<file path="src/rtl/mult_div_unit.sv">
// mult_div_unit: multi-cycle MULT/MULTU/DIV/DIVU unit that produces the HI/LO pair, with mthi/mtlo writes.
// Optional macro MDU_FAST_MULT_EN: multiplies finish in one RUN edge using a combinational product.
module mult_div_unit #(
    parameter int N = 32
) (
    input  logic         clock,
    input  logic         reset,
    input  logic         start,
    input  logic [1:0]   op,
    input  logic [N-1:0] inA,
    input  logic [N-1:0] inB,
    input  logic         wen_hi,
    input  logic         wen_lo,
    input  logic [N-1:0] wd,
    output logic         busy,
    output logic         done,
    output logic         div_by_zero,
    output logic [N-1:0] hi,
    output logic [N-1:0] lo
);
    localparam int CW = $clog2(N);
    localparam logic [CW-1:0] LAST_ITER = CW'(N - 1);

    typedef enum logic [1:0] {
        ST_IDLE   = 2'b00,
        ST_RUN    = 2'b01,
        ST_FINISH = 2'b10
    } state_e;

    function automatic logic [N-1:0] neg_n(input logic [N-1:0] v);
        return ~v + {{(N-1){1'b0}}, 1'b1};
    endfunction

    function automatic logic [2*N-1:0] neg_2n(input logic [2*N-1:0] v);
        return ~v + {{(2*N-1){1'b0}}, 1'b1};
    endfunction

    state_e          state_q, state_d;
    logic            is_div_q, is_div_d;
    logic            neg_res_q, neg_res_d;
    logic            neg_rem_q, neg_rem_d;
    logic [N-1:0]    mag_a_q, mag_a_d;
    logic [N-1:0]    mag_b_q, mag_b_d;
    // Multiply: {partial product, remaining multiplier}. Divide: low half shifts dividend out / quotient in.
    logic [2*N-1:0]  acc_q, acc_d;
    logic [N-1:0]    rem_q, rem_d;
    logic [CW-1:0]   cnt_q, cnt_d;
    logic [N-1:0]    hi_q, hi_d;
    logic [N-1:0]    lo_q, lo_d;
    logic            busy_q, busy_d;
    logic            done_q, done_d;
    logic            dbz_q, dbz_d;

    logic            a_neg_s;
    logic            b_neg_s;
    logic [N:0]      rem_shift_s;
    logic [2*N-1:0]  prod_s;
`ifndef MDU_FAST_MULT_EN
    logic [N:0]      sum_s;
`endif

    // Next-state, datapath iteration and HI/LO update logic.
    always_comb begin
        state_d     = state_q;
        is_div_d    = is_div_q;
        neg_res_d   = neg_res_q;
        neg_rem_d   = neg_rem_q;
        mag_a_d     = mag_a_q;
        mag_b_d     = mag_b_q;
        acc_d       = acc_q;
        rem_d       = rem_q;
        cnt_d       = cnt_q;
        hi_d        = hi_q;
        lo_d        = lo_q;
        busy_d      = busy_q;
        done_d      = 1'b0;
        dbz_d       = dbz_q;
        a_neg_s     = op[0] & inA[N-1];
        b_neg_s     = op[0] & inB[N-1];
        rem_shift_s = {rem_q, acc_q[N-1]};
        prod_s      = neg_res_q ? neg_2n(acc_q) : acc_q;
`ifndef MDU_FAST_MULT_EN
        sum_s       = {1'b0, acc_q[2*N-1:N]} + ({1'b0, mag_a_q} & {(N+1){acc_q[0]}});
`endif
        case (state_q)
            ST_IDLE: begin
                if (start) begin
                    is_div_d  = op[1];
                    neg_res_d = a_neg_s ^ b_neg_s;
                    neg_rem_d = a_neg_s;
                    mag_a_d   = a_neg_s ? neg_n(inA) : inA;
                    mag_b_d   = b_neg_s ? neg_n(inB) : inB;
                    rem_d     = {N{1'b0}};
                    cnt_d     = {CW{1'b0}};
                    busy_d    = 1'b1;
                    dbz_d     = 1'b0;
                    if (op[1]) begin
                        acc_d = {{N{1'b0}}, mag_a_d};
                    end else begin
                        acc_d = {{N{1'b0}}, mag_b_d};
                    end
                    // A zero divisor bypasses the iterations entirely.
                    if (op[1] && (inB == {N{1'b0}})) begin
                        state_d = ST_FINISH;
                    end else begin
                        state_d = ST_RUN;
                    end
                end else begin
                    if (wen_hi) begin
                        hi_d = wd;
                    end else begin
                        hi_d = hi_q;
                    end
                    if (wen_lo) begin
                        lo_d = wd;
                    end else begin
                        lo_d = lo_q;
                    end
                end
            end
            ST_RUN: begin
                cnt_d = cnt_q + CW'(1'b1);
                if (is_div_q) begin
                    if (rem_shift_s >= {1'b0, mag_b_q}) begin
                        rem_d = N'(rem_shift_s - {1'b0, mag_b_q});
                        acc_d = {acc_q[2*N-1:N], acc_q[N-2:0], 1'b1};
                    end else begin
                        rem_d = rem_shift_s[N-1:0];
                        acc_d = {acc_q[2*N-1:N], acc_q[N-2:0], 1'b0};
                    end
                    if (cnt_q == LAST_ITER) begin
                        state_d = ST_FINISH;
                    end else begin
                        state_d = ST_RUN;
                    end
                end else begin
`ifdef MDU_FAST_MULT_EN
                    acc_d   = {{N{1'b0}}, mag_a_q} * {{N{1'b0}}, mag_b_q};
                    state_d = ST_FINISH;
`else
                    acc_d = {sum_s, acc_q[N-1:1]};
                    if (cnt_q == LAST_ITER) begin
                        state_d = ST_FINISH;
                    end else begin
                        state_d = ST_RUN;
                    end
`endif
                end
            end
            ST_FINISH: begin
                busy_d  = 1'b0;
                done_d  = 1'b1;
                state_d = ST_IDLE;
                if (is_div_q && (mag_b_q == {N{1'b0}})) begin
                    // Restoring the sign of the magnitude gives back the original dividend.
                    hi_d  = neg_rem_q ? neg_n(mag_a_q) : mag_a_q;
                    lo_d  = {N{1'b1}};
                    dbz_d = 1'b1;
                end else if (is_div_q) begin
                    lo_d = neg_res_q ? neg_n(acc_q[N-1:0]) : acc_q[N-1:0];
                    hi_d = neg_rem_q ? neg_n(rem_q) : rem_q;
                end else begin
                    hi_d = prod_s[2*N-1:N];
                    lo_d = prod_s[N-1:0];
                end
            end
            default: begin
                state_d = ST_IDLE;
                busy_d  = 1'b0;
            end
        endcase
    end

    // State and datapath registers with synchronous reset.
    always_ff @(posedge clock) begin
        if (reset) begin
            state_q   <= ST_IDLE;
            is_div_q  <= 1'b0;
            neg_res_q <= 1'b0;
            neg_rem_q <= 1'b0;
            mag_a_q   <= {N{1'b0}};
            mag_b_q   <= {N{1'b0}};
            acc_q     <= {(2*N){1'b0}};
            rem_q     <= {N{1'b0}};
            cnt_q     <= {CW{1'b0}};
            hi_q      <= {N{1'b0}};
            lo_q      <= {N{1'b0}};
            busy_q    <= 1'b0;
            done_q    <= 1'b0;
            dbz_q     <= 1'b0;
        end else begin
            state_q   <= state_d;
            is_div_q  <= is_div_d;
            neg_res_q <= neg_res_d;
            neg_rem_q <= neg_rem_d;
            mag_a_q   <= mag_a_d;
            mag_b_q   <= mag_b_d;
            acc_q     <= acc_d;
            rem_q     <= rem_d;
            cnt_q     <= cnt_d;
            hi_q      <= hi_d;
            lo_q      <= lo_d;
            busy_q    <= busy_d;
            done_q    <= done_d;
            dbz_q     <= dbz_d;
        end
    end

    assign busy        = busy_q;
    assign done        = done_q;
    assign div_by_zero = dbz_q;
    assign hi          = hi_q;
    assign lo          = lo_q;

endmodule
</file>
<file path="config.mk">
export PLATFORM = sky130hd
export DESIGN_NAME = mult_div_unit
export DESIGN_NICKNAME = d
export VERILOG_FILES = /design/src/rtl/mult_div_unit.sv
export SDC_FILE = /design/constraint.sdc
export NUM_CORES = 1
export LEC_CHECK = 0
export BUFFER_PORTS_ARGS = -buffer_cell sky130_fd_sc_hd__buf_2
export CORE_ASPECT_RATIO = 1.4
export CORE_MARGIN = 10
export CORE_UTILIZATION = 55
export DETAILED_ROUTE_END_ITERATION = 12
export PLACE_DENSITY = 0.78
export SLEW_MARGIN = 20
export SYNTH_ARGS = -nofsm -noshare
export SYNTH_HDL_FRONTEND = slang
export SYNTH_SLANG_ARGS = --single-unit
export TNS_END_PERCENT = 5
</file>
<file path="constraint.sdc">
create_clock -name clock -period 3.8 [get_ports clock]
set_clock_uncertainty 0.15 [all_clocks]
set_input_delay 0.19 -clock clock [delete_from_list [all_inputs] [get_ports clock]]
set_output_delay 0.19 -clock clock [all_outputs]
set_load 0.05 [all_outputs]
</file>
==> results of run 1 <==
==> flip-flops by register name (all words and copies together) (netlist names) <==
signal and count:
div_by_zero 1, neg_res_q 1, busy 1, state_q 2
acc_q 64, mag_a_q 32, cnt_q 5, rem_q 32
is_div_q 1, mag_b_q 32, hi 32, neg_rem_q 1
done 1, lo 32
==> layer usage <==
layer / wire [um] / track usage
met1: 26300 / 0.385
met2: 34600 / 0.596
met3: 5600 / 0.0620
met4: 7330 / 0.305
met5: 11 / 0
==> synth_stat cells, drive strengths merged (55+ instances only) <==
cell	instances	share of area
a211oi	105	0.044
a21oi	160	0.045
clkbuf	126	0.028
dfxtp	237	0.27
ha	71	0.050
inv	69	0.015
nand2	255	0.054
nand3	55	0.016
nor2	254	0.054
o21ai	180	0.051
xnor2	122	0.060
xor2	103	0.051
==> layout by cell type (no fill, tap or decap), types with 14 or more instances in the layout <==
| cell type | Yosys | routed |
|---|---|---|
| nor2b_1 | 19 | 18 |
| nand2b_1 | 15 | 15 |
| xnor2_1 | 122 | 122 |
| a21oi_1 | 160 | 160 |
| or3_1 | 31 | 31 |
| nor2_1 | 254 | 251 |
| xor2_1 | 103 | 103 |
| and2_1 | 42 | 42 |
| nand2_1 | 255 | 255 |
| a22oi_1 | 22 | 22 |
| clkbuf_16 | 0 | 27 |
| o211ai_1 | 18 | 18 |
| mux2i_1 | 49 | 49 |
| and3_1 | 14 | 14 |
| inv_1 | 69 | 69 |
| or4_1 | 18 | 18 |
| o41ai_1 | 21 | 21 |
| nor3_1 | 49 | 48 |
| dlygate4sd3_1 | 0 | 80 |
| buf_2 | 5 | 168 |
| nor4_1 | 31 | 30 |
| o21ai_0 | 177 | 176 |
| a221oi_1 | 14 | 14 |
| o31ai_1 | 38 | 37 |
| a311oi_1 | 27 | 27 |
| nand3_1 | 55 | 55 |
| dfxtp_1 | 237 | 233 |
| ha_1 | 71 | 71 |
| buf_4 | 0 | 85 |
| a211oi_1 | 105 | 103 |
| a21o_1 | 28 | 28 |
==> power breakdown <==
| part | total, W | switching (W) | internal [W] | leakage, nW |
|---|---|---|---|---|
| Combinational | 0.00190 | 0.00124 | 0.000658 | 6.10 |
| Sequential | 0.00285 | 0.000215 | 0.00263 | 1.94 |
| Clock | 0.00273 | 0.00114 | 0.00159 | 0.455 |
==> cell families (layout without fill, tap and decap cells) <==
kind of cell	after synthesis	in the layout
compound gates	714	714
fa+ha+maj	73	73
buf+inv	223	454
xor+xnor	225	225
simple gates	830	830
other cells	0	3
mux	57	57
flops	237	237
==> final cells by class <==
| type | instances | area share |
|---|---|---|
| sequential | 237 | 0.228 |
| inverter | 70 | 0.0126 |
| antenna | 3 | 0.000360 |
| multi-input combinational | 1899 | 0.580 |
| clock inverter | 16 | 0.00864 |
| clock buffer | 32 | 0.0352 |
| timing repair buffer | 336 | 0.112 |
| tap | 395 | 0.0237 |
==> worst min-delay path, stage by stage <==
cell and delay (ns):
buf_2 0.10, xor2_1 0.14, a211oi_1 0.23
==> metrics by stage <==
step	hold WS, ns	worst slack [ns]	instance area [um2]	cells
floorplan	0.176	0.436	17700	2359
global placement	0.289	0.216	19100	2857
detailed placement	0.294	0.101	19100	2857
CTS	0.00798	0.0946	20800	2985
global route	0.0159	0.0177	20900	2986
finish	0.0222	0.273	20900	2988
==> how the worst max path moves through the flow <==
| stage | start | to | slack (ns) | depth (start not counted) |
|---|---|---|---|---|
| detailed placement | acc_q[0] | acc_q[59] | 0.10 | 14 |
| floorplan | acc_q[0] | acc_q[59] | 0.44 | 13 |
| finish | mag_b_q[1] | lo[31] | 0.27 | 9 |
| CTS | acc_q[0] | acc_q[59] | 0.09 | 14 |
| global placement | acc_q[0] | acc_q[59] | 0.22 | 14 |
| global route | acc_q[0] | acc_q[59] | 0.02 | 14 |
==> what timing repair did <==
item                                   4_1_cts  5_1_grt
buffers inserted                             0        0
resized for setup                            0        4
endpoints found under the hold margin      119        0
setup endpoints to repair                    0        4
hold buffers                                80        0
==> impl_results.md, run 1 <==
- Status: completed
- Seq cells post-synth: 237
- Share of cells above drive strength 1: 0.134
- Largest net degree at the start of global routing: 67
- Crit-path cells: buf_4 > nor4_1 > nand4_1 > or4_1 > nor2_1 > buf_4 > nor3_2 > buf_4 > a211oi_1
- WHS Path Cells: 3
- Minimum clock period: between 3 and 4 ns
- Post-synth ARST share: 0
- Post-route ant nets: 0
- Hpwl dp: roughly 57000 um
- Pwr/cell area: 358 mW/mm2
- Synthesized area per cell: 7.52 um2
- Total track usage: 0.358
- DR WL/cell: 24.7 um
- Sum of buffers and inverters on the critical path: 3
- H-tree levels: 1
- Maximum VDD drop: 342 uV
- Largest family of logic cells by synthesized area: compound AO/OA/AOI/OAI gates
- First-pass GRT wire length: 111000 um
- # clock sinks: roughly 240
- Compound-Gate Fraction of Synth Area: 0.264
- Port buffer count: 169
- Critical Path RT: 4.12 ns
- Final worst path period share: 0.928
- RSZ-0062 raised after global routing: false
- Fmax achieved: 283 MHz
- Worst slew pin tran: between 1 and 1.5 ns
- Number of max-cap violations: 0
- Worst rel slew slack: 0.204
- Crit end category: register
- Hold path startpoint: inB[18]
- Final core occ: 0.658
- Num CTS Buffers: 26
- GPL Wtd Cong: 1.07
- Fin. Hold Viols: 0
- Post-synth top flop: dfxtp_1
- Final wirelength: 73800 um
- Yosys Warn Count: 0
- Crit-path leading delay family: simple AND/OR/NAND/NOR gates
- Netlist Area Pre-Place: 0.0177 mm2
- TritonRoute pass-1 iters: 6
- Die Area: between 0.03 and 0.04 mm2
- Worst reg2reg setup slack: 0.27 ns
- Setup-failing EPs final: 0
- CP max-delay cell: or4_1
- Synth cell types: between 70 and 80
- Area grow syn2layout: 17.6%
- Synth Area in XOR/XNOR: 0.111
- Post-Syn Instances: between 2000 and 2500
- Layout fillers: 2738
- Antenna violations before repair: 2
- Die height: 233 um
- Hold crit path type: in2reg
- Worst setup SP type: register
- CP peak stage delay: approximately 0.90 ns
- Simple-gate portion of the synthesized area: 0.219
- CP Class: reg2reg
- Hold EP: mag_b_q[18]
- Leak: 8.50 nW
- Sequential fraction of the synthesis area: 0.267
- Setup TNS: 0 ns
- Worst path arrival time: 3.84 ns
- DRC Markers: 0
- R2r startpoint: mag_b_q[1]
- # rows: slightly below 80
- FF-to-FF End: lo[31]
- Multi-input gate area: 0.0121 mm2
- Worst-path clk slew: 0.06 ns
- Vias: 19400
- Slew Limit Fails: 0
- Adder-cell share of the synthesized area: 0.0523
- CTS tree: yes
- Worst-Skew Late Latency: roughly 0.56 ns
- Number of flops mapped to enable cells by yosys: 0
- CTS Buffer Depth: 3
- I/O pin count: 170
- Layout net count: ~2700
- Worst Reg-to-Reg Cells: 9
- Initial core utilization: 0.560
- Drt via density: 6.48
- CORE AREA: around 0.032 mm2
- Root Driver: clkbuf_16
- DR iter-0 viols: 2156
- Die Wd: 172 um
- Power consumption: 0.00747 W
- Synth Net Count: roughly 2500
- FF+latch area: 0.00475 mm2
- Most used cell, CP: buf_4
- Vias in the first global route: 18900
- CP max FO: 20
- Total gr overflow: 0
- Mux share of post-synthesis cell area: 0.0327
No activity file was read; power rests on OpenSTA's default activity.
==> run 2, diff against run 1 <==
--- a/config.mk
+++ b/config.mk
@@ -6,11 +6,14 @@
 export NUM_CORES = 1
 export LEC_CHECK = 0
 export BUFFER_PORTS_ARGS = -buffer_cell sky130_fd_sc_hd__buf_2
+export CELL_PAD_IN_SITES_DETAIL_PLACEMENT = 2
+export CELL_PAD_IN_SITES_GLOBAL_PLACEMENT = 2
 export CORE_ASPECT_RATIO = 1.4
 export CORE_MARGIN = 10
-export CORE_UTILIZATION = 55
+export CORE_UTILIZATION = 35
+export CTS_BUF_LIST = sky130_fd_sc_hd__clkbuf_16
 export DETAILED_ROUTE_END_ITERATION = 12
-export PLACE_DENSITY = 0.78
+export PLACE_DENSITY = 0.84
 export SLEW_MARGIN = 20
 export SYNTH_ARGS = -nofsm -noshare
 export SYNTH_HDL_FRONTEND = slang
==> run 2 against run 1 <==
Against the previous run: the flow now finishes with violations (hold timing); core utilization is 23 points lower; clock-buffer cell count is 3 lower; wire length is 33% higher; non-clock buffer count is 28 higher; first-iteration DRC count is 40% lower; final cell count is 9.2% higher; total power is 5.3% higher; clock power is 6% higher; via count is 4.4% higher; critical path depth is 1 higher.
==> impl_results.md, run 2 (synthesis gave the netlist of run 1 again) <==
- Status: complete, but fails checks
- Failing checks: hold timing
- Hold EP: mag_b_q[17]
- Final Instance Count excl. Fillers: 3264 (+9.2%)
- Pwr/cell area: 367 mW/mm2 (+2.5%)
- Final worst path period share: 0.959 (+0.0304)
- TritonRoute pass-1 iters: 7 (+1)
- DRC Markers: 0 (unchanged)
- Reg with most FFs: acc_q
- Finished Cell Area: 0.0214 mm2 (+2.8%)
- Fmax achieved: 274 MHz (-3.2%)
- Crit-path cells: nor4_1 > buf_4 > and3_1 > nand2_1 > o31a_1 > a21oi_1 > mux2_2 > a211oi_1 > o21ai_0 > a21oi_1
- CP max-delay cell: nor4_1
- Leak: 8.67 nW (+2.0%)
- Die height: 286 um (+23%)
- Worst-Skew Late Latency: 0.60 ns (+0.04 ns)
- I/O pin count: 170 (unchanged)
- Critical Path RT: 4.16 ns (+0.04 ns)
- Area grow syn2layout: 20.9%
- DR iter-0 viols: 1288 (-40%)
- Layout fillers: 5693 (+110%)
- Hold path startpoint: inB[17]
- Worst slew pin tran: 1.07 ns (-0.120 ns)
- Worst-path clk slew: 0.07 ns (about the same)
- H-tree levels: 1 (unchanged)
- Max FFs per register: 64 (unchanged)
- CORE AREA: 0.0501 mm2 (+58%)
- Fin. Hold Viols: 1 (+1)
- Vias in the first global route: 22300 (+18%)
- Largest net degree at the start of global routing: 89 (+33%)
- CTS Buffer Depth: 3 (unchanged)
- Drt via density: 6.19 (-4.5%)
- Number of max-cap violations: 0 (unchanged)
- DR WL/cell: 30.1 um (+22%)
- Placed Area: 0.0196 mm2 (+2.6%)
- Most common cell after layout, fill and taps aside: nand2_1
- Worst Reg-to-Reg Cells: 10 (+1)
- Worst setup SP type: register
- First-pass GRT wire length: 146000 um (+32%)
- Hold crit path type: in2reg
- CTS tree: yes
- Root Driver: clkbuf_16
- WHS Path Cells: 3 (unchanged)
- Worst reg2reg setup slack: 0.16 ns (-0.12 ns)
- FF-to-FF End: hi[1]
- R2r startpoint: acc_q[2]
- Sum of buffers and inverters on the critical path: 1 (-2)
- # rows: 97 (+26%)
- Port buffer count: 169 (unchanged)
- Hpwl dp: 73800 um (+30%)
- Share of cells above drive strength 1: 0.139 (+0.00495)
- Crit-path leading delay family: compound AO/OA/AOI/OAI gates
- CP Class: reg2reg
- CP peak stage delay: 0.61 ns (-0.29 ns)
- Die Wd: 210 um (+22%)
- Antenna violations before repair: 1 (-1)
- FF+latch area: 0.00475 mm2 (about the same)
- Most used cell, CP: a21oi_1
- Minimum clock period: 3.64 ns (+0.116 ns)
- CP max FO: 7 (-65%)
- Final wirelength: 98200 um (+33%)
- Layout net count: 2776 (+1.1%)
- Maximum VDD drop: 325 uV (-5.0%)
- Total track usage: 0.315 (-0.0422)
- Worst path arrival time: 4.00 ns (+0.16 ns)
- Dpl cells: 3126 (+9.4%)
- Num CTS Buffers: 28 (+7.7%)
- Die Area: 0.0602 mm2 (+51%)
- Total gr overflow: 0 (unchanged)
- Worst hold margin: -0.0185 ns (-0.0407 ns)
- Multi-input gate area: 0.0121 mm2 (+0.15%)
- Worst rel slew slack: 0.286 (+0.0828)
- Slew Limit Fails: 0 (unchanged)
- # clock sinks: 237 (unchanged)
- Setup-failing EPs final: 0 (unchanged)
- Vias: 20200 (+4.4%)
- Crit end category: register
- GPL Wtd Cong: 1.04 (-2.3%)
- Most frequent cells in the layout: 255 x nand2_1, 250 x nor2_1, 233 x dfxtp_1
- Post-route ant nets: 0 (unchanged)
- Initial core utilization: 0.354 (-0.206)
run 2: repair_timing:
item / 4_1_cts / 5_1_grt
setup endpoints to repair: 4 / 11
setup buffers: 0 / 0
pin swaps: 0 / 1
gates cloned: 0 / 0
hold endpoints to repair: 117 / 0
hold buffers: 87 / 0
gates resized for setup: 1 / 8
run 2: layer usage:
metal	vias to the layer above	share of wire	wire length [um]	GRT usage
li1	9002	-	-	-
met5	-	0	0	0
met1	10200	0.35	34800	0.312
met4	0	0.097	9490	0.271
met3	348	0.047	4650	0.0507
met2	706	0.50	49300	0.567
run 2: power breakdown:
part,total (W),switching [W],internal [W]
Combinational,0.00213,0.00145,0.000684
Sequential,0.00284,0.000213,0.00263
Clock,0.00289,0.00125,0.00164
Total,0.00787,0.00291,0.00496
run 2: worst max-delay path by stage:
stage / start / to / slack (ns) / depth (start not counted)
2_1_floorplan: acc_q[0] / acc_q[59] / 0.44 / 13
3_3_place_gp: acc_q[0] / acc_q[59] / 0.13 / 11
3_5_place_dp: acc_q[0] / acc_q[57] / -0.12 / 14
4_1_cts: acc_q[0] / acc_q[59] / 0.007 / 14
5_1_grt: mag_b_q[13] / rem_q[24] / -0.001 / 12
6_report: acc_q[2] / hi[1] / 0.16 / 10
run 2: layout make-up:
class,instances,area share
clock buffers,29,0.0338
multi-input cells,1899,0.565
inverters,70,0.0123
repair buffers,364,0.120
well taps,643,0.0375
flip-flops and latches,237,0.222
clock inverters,21,0.00922
diodes,1,0.000117
run 2: worst register-to-register path, cell delays in order (launching register included):
cell and delay, ns:
dfxtp_1 0.33, nor4_1 0.61, buf_4 0.27, and3_1 0.35
nand2_1 0.19, o31a_1 0.43, a21oi_1 0.18, mux2_2 0.39
a211oi_1 0.21, o21ai_0 0.26, a21oi_1 0.20
run 2: per-stage QoR:
step	power [W]	setup TNS (ns)	hold WS [ns]	util	worst slack (ns)
after floorplan	0.00398	0	0.176	-	0.436
after global placement	0.00477	0	0.292	0.391	0.128
after detailed placement	0.00485	-0.220	0.307	0.391	-0.119
after CTS	0.00774	0	0.00557	0.427	0.00664
after global routing	0.00810	-0.00148	0.0246	0.428	-0.00148
final	0.00787	0	-0.0185	0.428	0.157
==> run 3, diff against run 2 <==
--- a/config.mk
+++ b/config.mk
@@ -5,12 +5,13 @@
 export SDC_FILE = /design/constraint.sdc
 export NUM_CORES = 1
 export LEC_CHECK = 0
+export ABC_AREA = 1
 export BUFFER_PORTS_ARGS = -buffer_cell sky130_fd_sc_hd__buf_2
 export CELL_PAD_IN_SITES_DETAIL_PLACEMENT = 2
 export CELL_PAD_IN_SITES_GLOBAL_PLACEMENT = 2
 export CORE_ASPECT_RATIO = 1.4
 export CORE_MARGIN = 10
-export CORE_UTILIZATION = 35
+export CORE_UTILIZATION = 32
 export CTS_BUF_LIST = sky130_fd_sc_hd__clkbuf_16
 export DETAILED_ROUTE_END_ITERATION = 12
 export PLACE_DENSITY = 0.84
==> run 3 against run 2 <==
Against the previous run: the flow now finishes without violations; register-to-register slack improved by 0.27 ns; hold slack gained 0.021 ns; synthesized cell count is 51% higher; global-route usage grew 1.1 points; final cell count increased by 41%; synthesized area up 17%; sequential power increased by 2%; design area increased by 12%; critical path depth is 2 higher; sequential share of layout area decreased by 2.4 points; combinational power up 27%.
==> impl_results.md, run 3 <==
- Total gr overflow: 0 (unchanged)
- Post-route ant nets: 0 (unchanged)
- I/O pin count: 170 (unchanged)
- Area grow syn2layout: 15.5%
- Die Wd: 235 um (+12%)
- Placed Area: 0.0224 mm2 (+14%)
- Largest net degree at the start of global routing: 78 (-12%)
- Synth cell types: 53 (-33%)
- Port buffer count: 169 (unchanged)
- Setup-failing EPs final: 0 (unchanged)
- Layout net count: 3912 (+41%)
- Status: completed
- CTS tree: yes
- Multi-input gate area: 0.0138 mm2 (+14%)
- Antenna violations before repair: 7 (+6)
- RSZ-0062 raised after global routing: false
- Num CTS Buffers: 28 (unchanged)
- CP max FO: 7 (unchanged)
- Slew Limit Fails: 0 (unchanged)
- Yosys Warn Count: 0 (unchanged)
- First-pass GRT wire length: 192000 um (+31%)
- Crit end category: register
- Die height: 321 um (+12%)
- Finished Cell Area: 0.0240 mm2 (+12%)
- Initial core utilization: 0.323 (-0.0314)
- Maximum VDD drop: 384 uV (+18%)
- Crit-path cells: inv_1 > ha_1 > nand2_1 > nor2_4 > nand2_1 > nand2_1 > nand3_1 > o21ai_0 > nand3_1 > o211ai_1 > nand3_1 > a21oi_1
- TritonRoute pass-1 iters: 6 (-1)
- Most frequent cells in the layout: 867 x nand2_1, 399 x inv_1, 396 x nor2_1
- GR Layer Usage met1: 0.341 (+0.0290)
- Most common cell after layout, fill and taps aside: nand2_1
- Setup TNS: 0 ns (unchanged)
- Post-synth ARST share: 0 (unchanged)
- Hpwl dp: 93600 um (+27%)
- CP Class: reg2reg
- Post-CTS setup buffers: 0 (unchanged)
- Post-synth top flop: dfxtp_1
- Worst hold margin: 0.00249 ns (+0.0210 ns)
- Fin. Hold Viols: 0 (-1)
- CORE AREA: 0.0643 mm2 (+28%)
- Post-synth top area cell: dfxtp_1
- Total track usage: 0.326 (+0.0106)
- CTS resizes: 0 (-1)
- Netlist Area Pre-Place: 0.0207 mm2 (+17%)
- Share of the synthesized area in the top cell type: 0.229 (-0.0386)
- Hold crit path type: in2reg
- Vias in the first global route: 29900 (+34%)
- CP peak stage delay: 0.37 ns (-0.24 ns)
- Worst-Skew Late Latency: 0.62 ns (+0.02 ns)
- Share of cells above drive strength 1: 0.0953 (-0.0436)
- Top cells by instance count after synthesis: 867 x nand2_1, 401 x nor2_1, 394 x inv_1
- DR WL/cell: 28.0 um (-6.8%)
- Layout fillers: 8026 (+41%)
- GR peak layer: met2
- Post-Syn Instances: 3569 (+51%)
- Worst slew pin tran: 1.06 ns (-0.00569 ns)
- CTS Buffer Depth: 3 (unchanged)
- Area contributors post-synth: dfxtp_1 23%, nand2_1 16%, nand3_1 8.4%
- Setup ws final: 0.426 ns (+0.270 ns)
- CP max-delay cell: dfxtp_1
- Max FFs per register: 64 (unchanged)
- Met3 Track Usage GR: 0.0470 (-0.00372)
- Vias: 27400 (+35%)
- Worst setup SP type: register
- Worst path arrival time: 3.74 ns (-0.26 ns)
- Fmax achieved: 296 MHz (+8.0%)
- # rows: 110 (+13%)
- H-tree levels: 1 (unchanged)
- DRC Markers: 0 (unchanged)
- Number of flops mapped to enable cells by yosys: 0 (unchanged)
- Worst-path clk slew: 0.09 ns (+0.02 ns)
- Root Driver: clkbuf_16
- GPL Wtd Cong: 0.989 (-5.2%)
- Pwr/cell area: 352 mW/mm2 (-4.0%)
- Leak: 11.8 nW (+36%)
- Number of max-cap violations: 0 (unchanged)
- Most frequent cell after synthesis: nand2_1
- Minimum clock period: 3.37 ns (-0.270 ns)
- # clock sinks: 237 (unchanged)
- Drt via density: 5.95 (-3.9%)
- Die Area: 0.0755 mm2 (+25%)
- Synth Net Count: 3745 (+48%)
- Worst rel slew slack: 0.289 (+0.00301)
- Seq cells post-synth: 237 (unchanged)
- DR iter-0 viols: 2011 (+56%)
- Final wirelength: 129000 um (+31%)
- Reg with most FFs: acc_q
- Place WS: 0.778 ns (+0.897 ns)
- Synthesized area per cell: 5.81 um2 (-23%)
- Met2 usage: 0.583 (+0.0165)
- Final worst path period share: 0.888 (-0.0709)
- Sequential fraction of the synthesis area: 0.229 (-0.0386)
- FF+latch area: 0.00475 mm2 (-0.16%)
- Critical Path RT: 4.16 ns (about the same)
run 3: final cells by class:
class / instances / area share
Tap cell: 840 / 0.0439
Inverter: 425 / 0.0666
Multi-Input combinational cell: 2761 / 0.576
Sequential cell: 237 / 0.198
Clock buffer: 28 / 0.0292
Timing Repair Buffer: 283 / 0.0782
Clock inverter: 21 / 0.00736
Antenna cell: 4 / 0.000418
run 3: metrics by stage:
step                total power, W  std cells   util
global route               0.00872       4599  0.373
CTS                        0.00825       4595  0.373
detailed placement         0.00541       4478  0.348
finish                     0.00844       4599  0.373
floorplan                  0.00441       3569      -
global placement           0.00532       4478  0.348
run 3: worst paths after layout:
path / startpoint / to / slack (ns) / depth (start not counted)
setup / recovery: acc_q[1] / hi[2] / 0.43 / 12
hold / removal: wd[22] / lo[22] / 0.002 / 5
setup reg to reg: acc_q[1] / hi[2] / 0.43 / 12
hold reg to reg: busy / busy / 0.36 / 2
run 3: report_power, final:
part | switching (W) | internal [W]
Sequential | 0.000251 | 0.00266
Combinational | 0.00201 | 0.000702
Clock | 0.00134 | 0.00148
run 3: logic make-up after synthesis:
group / synth area share
AOI/OAI and AO/OA: 0.213
xor gates and xnor gates: 0.0338
DFF: 0.229
adders and majority gates: 0.0448
and+or+nand+nor: 0.373
buffers and inverters: 0.107
run 3: what timing repair did:
item / 4_1_cts / 5_1_grt
setup endpoints to repair: 0 / 0
hold buffers: 68 / 0
hold endpoints to repair: 88 / 0
run 3: worst max-delay path, delay by kind of cell (launching register included):
family | cells | cell delay, ns
flip-flops | 1 | 0.37
AO/OA/AOI/OAI | 3 | 0.85
buffers and inverters | 1 | 0.22
AND/OR/NAND/NOR | 7 | 1.43
adder cells (fa/ha/maj) | 1 | 0.25
run 3: layer usage:
layer  up-vias  wire (um)
li1      12100          -
met1     13700      47600
met2      1058      63700
met3       460       6340
met4         4      11300
met5         -         23
